File: config.mk
export PLATFORM = sky130hd
export DESIGN_NAME = pipeline_ctrl
export DESIGN_NICKNAME = d
export VERILOG_FILES = /design/src/rtl/pipeline_ctrl.sv
export SDC_FILE = /design/constraint.sdc
export NUM_CORES = 1
export LEC_CHECK = 0
export BUFFER_PORTS_ARGS = -buffer_cell sky130_fd_sc_hd__buf_2
export CORE_ASPECT_RATIO = 0.75
export CORE_UTILIZATION = 55
export DETAILED_ROUTE_END_ITERATION = 8
export PLACE_DENSITY = 0.84
export SLEW_MARGIN = 0
export SYNTH_ARGS = -nofsm -noshare
export SYNTH_HDL_FRONTEND = slang
export SYNTH_SLANG_ARGS = --single-unit
export TNS_END_PERCENT = 100
File: constraint.sdc
create_clock -name clk -period 3.72 [get_ports clk]
set_input_delay 0.558 -clock clk [delete_from_list [all_inputs] [get_ports clk]]
set_output_delay 0.558 -clock clk [all_outputs]
set_load 0.02 [all_outputs]
File: src/rtl/pipeline_ctrl.sv
// Pipeline hazard/stall/redirect controller for a 5-stage in-order core.
// Latency: load/flush enables are combinational from state and inputs; counters update one cycle later.
// Backpressure: a data-cache miss freezes every stage; an I-cache miss or load-use hazard stalls only the front end.
module pipeline_ctrl (
   input  logic        clk,
   input  logic        rst,
   input  logic        icache_resp,
   input  logic        dcache_req,
   input  logic        dcache_resp,
   input  logic        ex_is_load,
   input  logic [4:0]  ex_rd,
   input  logic [4:0]  id_rs1,
   input  logic [4:0]  id_rs2,
   input  logic        id_uses_rs1,
   input  logic        id_uses_rs2,
   input  logic        br_taken_ex,
   output logic        load_pc,
   output logic        load_if_id,
   output logic        load_id_ex,
   output logic        load_ex_mem,
   output logic        load_mem_wb,
   output logic        flush_if_id,
   output logic        flush_id_ex,
   output logic [31:0] stall_cycles,
   output logic [15:0] flush_count
);

   // DWAIT and IWAIT record why the pipe is waiting; only DROP changes how
   // the current inputs are interpreted (the next fetch reply is stale).
   typedef enum logic [1:0] {
      RUN   = 2'd0,
      DWAIT = 2'd1,
      IWAIT = 2'd2,
      DROP  = 2'd3
   } state_t;

   state_t state;
   state_t next_state;

   logic dstall;
   logic istall;
   logic hazard;
   logic src1_match;
   logic src2_match;
   logic redirect;

   assign dstall     = dcache_req & ~dcache_resp;
   assign istall     = ~icache_resp;
   assign src1_match = id_uses_rs1 & (id_rs1 == ex_rd);
   assign src2_match = id_uses_rs2 & (id_rs2 == ex_rd);
   assign hazard     = ex_is_load & (ex_rd != 5'd0) & (src1_match | src2_match);

   // A redirect is only accepted when the memory stage is not frozen.
   assign redirect   = ~rst & ~dstall & br_taken_ex;

   // State register.
   always_ff @(posedge clk) begin
      if (rst) begin
         state <= RUN;
      end else begin
         state <= next_state;
      end
   end

   // Next-state selection in priority order: dstall, redirect, stale fetch, istall.
   always_comb begin
      next_state = RUN;
      if (rst) begin
         next_state = RUN;
      end else if (dstall) begin
         // A redirect still waiting for its stale fetch must survive the freeze.
         next_state = (state == DROP) ? DROP : DWAIT;
      end else if (br_taken_ex) begin
         next_state = icache_resp ? RUN : DROP;
      end else if (state == DROP) begin
         next_state = icache_resp ? RUN : DROP;
      end else if (istall) begin
         next_state = IWAIT;
      end else begin
         next_state = RUN;
      end
   end

   // Stage enables and bubble injection from state and current inputs.
   always_comb begin
      load_pc     = 1'b1;
      load_if_id  = 1'b1;
      load_id_ex  = 1'b1;
      load_ex_mem = 1'b1;
      load_mem_wb = 1'b1;
      flush_if_id = 1'b0;
      flush_id_ex = 1'b0;
      if (rst) begin
         load_pc     = 1'b0;
         load_if_id  = 1'b0;
         load_id_ex  = 1'b0;
         load_ex_mem = 1'b0;
         load_mem_wb = 1'b0;
         flush_if_id = 1'b1;
         flush_id_ex = 1'b1;
      end else if (dstall) begin
         load_pc     = 1'b0;
         load_if_id  = 1'b0;
         load_id_ex  = 1'b0;
         load_ex_mem = 1'b0;
         load_mem_wb = 1'b0;
      end else if (br_taken_ex) begin
         // Squash the two younger instructions; the PC takes the target
         // whether or not the wrong-path fetch has returned yet.
         flush_if_id = 1'b1;
         flush_id_ex = 1'b1;
      end else if (state == DROP) begin
         // Wrong-path fetch still in flight: keep IF/ID a bubble until it lands.
         flush_if_id = 1'b1;
         if (icache_resp) begin
            flush_id_ex = 1'b1;
         end else begin
            load_pc = 1'b0;
         end
      end else if (istall) begin
         load_pc     = 1'b0;
         flush_if_id = 1'b1;
      end else if (hazard) begin
         // Hold PC and IF/ID, insert one bubble behind the load.
         load_pc     = 1'b0;
         load_if_id  = 1'b0;
         flush_id_ex = 1'b1;
      end
   end

   // Performance counters; both wrap naturally at their width.
   always_ff @(posedge clk) begin
      if (rst) begin
         stall_cycles <= 32'd0;
         flush_count  <= 16'd0;
      end else begin
         if (!load_pc) begin
            stall_cycles <= stall_cycles + 32'd1;
         end
         if (redirect) begin
            flush_count <= flush_count + 16'd1;
         end
      end
   end

endmodule

==> results.cfg <==
[timing]
fmax_mhz = 390
grt_setup_unrepaired = no
hold_viol_final = 0
worst_pin_slew_ns = 0.625
slew_headroom_pct = 58.0
skew_ns = 0.00684
drv_slew = 0
tns_ns = 0
fin_crit_sh_pct = 68.9
setup_viol = 0
min_period_ns = 2.56

[floorplanning]
die_x_um = 81.7
initial_core_util_pct = 57.9
die_y_um = 61.7
core-area_mm2 = 0.00452
dieArea_mm2 = 0.00504
core.rowCount = 21
ios = 79

[clock_network]
cts-root-buf = clkbuf_8
cts.clk_slew.worst_paths_ns = 0.09
postCtsSetupRepairBufs = 0
cts_tree = built
cts_sinks = 50
htree_levels = 2
clk_latency_ns = 0.30
cts_resized = 0
clockBufferDepth = 2
cts_buffers = 5
cts_hold_buf = 0

[yosys]
ys_warn_count = 0
synth_ff_type = dfxtp_1
synth.distinct_cells = 41
async_flop_share_pct = 0
avgSynthCellArea_um2 = 8.28
synth_fp_nets = 342
synthesis.area_mm2 = 0.00262
syn_inst = 316
ys_ff_latch = 50
synth_edf_count = 0
yosysSeqAreaShare_pct = 38.2

[finish]
layout_commonest_cell = buf_2
drive_gt1_share_pct = 24.7
nFillCells = 399
area_delta_synth_final_pct = 16.7
fin_area_mm2 = 0.00306
final_cell_mix = buf_2 (78), dfxtp_1 (50), a21oi_1 (34), o21ai_0 (26), nand3_1 (25)
final_net_count = 410
antenna_cells = 0
final_cell_count_no_fill = 441

[grt]
grt_pass1_wl_mm = 8.96
grt_max_degree = 62
antenna_found_initial = 0
grt_usage_pct = 23.3
grt_pass1_vias = 1969
grt_overflow = 0

[power]
power.leakage_nw = 1.20
ir_drop_mv = 0.164
pwr_density_cell_mw_per_mm2 = 313

[hold_path]
min_path_type = reg -> reg
whs_path_depth = 2
hold_path_end = stall_cycles[31]$_SDFFE_PP0N_
hold_path_startpoint = stall_cycles[31]$_SDFFE_PP0N_

[setup_path]
rr_worst_depth = 6
arrival_ns = 2.01
rrSetupSlack_ns = 1.61
crit_fanout = 3
critPathCaptureType = output port
crit_top_cell = buf_2
start_kind = input pin
reg2reg_from = stall_cycles[1]$_SDFFE_PP0N_
critical_path.top_delay_family = simple AND/OR/NAND/NOR gates
cp_slowest_stage_delay_ns = 0.52
r2r-end = stall_cycles[20]$_SDFFE_PP0N_
path_buf_inv = 2
cp_slowest_cell = or4_1
path_cells = buf_2, or4_1, o21a_1, nand2_1, a21oi_1, or2_2, buf_2
critPathRequiredTime_ns = 3.16
worstSetupPathType = in -> out

[placement]
detailed_place_hpwl_mm = 4.25
io_buffers = 78
dpl_cell_area_mm2 = 0.00297
place.gp.congestion = 0.767
place_inst = 434

[outcome]
status = finished clean

[detailed_routing]
drt-total-wl_mm = 5.87
drc = 0
routedWlPerCell_um = 13.3
vias = 2530
vias_per_cell = 5.74
dr.pass1.iters = 4
ant_nets = 0
first_iter_violations = 108

[job]
maxCapViolCount = 0
-- area by class of cell --
class	count	area (µm²)	share of cell area (%)
timing repair buffer	80	405	13.3
tap	57	71.3	2.33
inverter	5	18.8	0.614
clock inverter	2	15.0	0.491
clock buffer	5	68.8	2.25
sequential	50	1000	32.8
multi-input combinational	242	1480	48.3
-- registers in the layout, summed over array words and instances, names as in the netlist --
signal	count
flush_count	16
stall_cycles	32
state	2
-- cells by family after synthesis --
kind of cell / synth area share, %
multiplexers: 1.39
AO/OA/AOI/OAI: 16.0
buffers and inverters: 5.40
AND/OR/NAND/NOR: 30.0
adder cells (fa/ha/maj): 0.956
XOR/XNOR: 8.03
flip-flops: 38.2
-- worst register-to-register path, cell delays in order, from the launching register on --
cell     delay [ns]
dfxtp_1        0.46
ha_1           0.29
and3_1         0.37
and3_1         0.33
nand3_1        0.11
or3_1          0.32
a21oi_1        0.17
-- worst max-delay path by stage --
stage / startpoint / end / slack, ns / depth (start not counted)
after detailed placement: ex_rd[0] / stall_cycles[25]$_SDFFE_PP0N_ / 1.12 / 7
after global placement: ex_rd[0] / stall_cycles[25]$_SDFFE_PP0N_ / 1.14 / 7
after global routing: ex_rd[0] / flush_id_ex / 1.06 / 7
after floorplan: dcache_req / load_pc / 1.20 / 6
after CTS: ex_rd[0] / flush_id_ex / 1.15 / 7
final: ex_rd[0] / flush_id_ex / 1.16 / 7
-- per-layer routing --
metal | share of wire (%) | track usage (%) | vias to the layer above | routed length [µm]
met4 | 0.83 | 8.77 | 0 | 49
li1 | - | - | 1285 | -
met5 | 0 | 0 | - | 0
met1 | 47 | 32.4 | 1157 | 2770
met2 | 45 | 36.3 | 84 | 2650
met3 | 6.8 | 4.67 | 4 | 402
-- power breakdown --
part | internal, W | switching, W | leakage (nW)
registers | 0.000542 | 0.00000936 | 0.404
logic | 0.0000382 | 0.0000627 | 0.756
clock network | 0.000129 | 0.000176 | 0.0362
total | 0.000709 | 0.000248 | 1.20
-- per-stage QoR --
step / utilization, % / hold WS (ns) / worst slack, ns / total power [W]
floorplan: - / 0.502 / 1.20 / 0.000637
global placement: 65.8 / 0.471 / 1.14 / 0.000663
detailed placement: 65.8 / 0.487 / 1.12 / 0.000665
CTS: 67.6 / 0.498 / 1.15 / 0.000965
global route: 67.6 / 0.524 / 1.06 / 0.00100
finish: 67.6 / 0.494 / 1.16 / 0.000956
-- synthesized netlist by cell type (2+ instances only) --
library cell   n  area share (%)
a21oi_1       34             6.5
and3_1        11             2.6
and4_1         6             2.0
buf_2          3            0.57
buf_4          2            0.57
buf_6          3             1.3
clkbuf_1       8             1.1
dfxtp_1       50              38
ha_1           2            0.96
inv_1          5            0.72
nand2_1       15             2.2
nand2b_1       2            0.48
nand3_1       25             4.8
nand4_1       13             3.1
nor2_1        24             3.4
nor2b_1        3            0.72
nor3_1         4            0.76
o21a_1         2            0.57
o21ai_0       26             5.0
o31ai_1        6             1.7
or3_1         24             5.7
or4_1          7             2.0
xnor2_1       15             5.0
xor2_1         9             3.0
No activity file was read; power rests on OpenSTA's default activity.
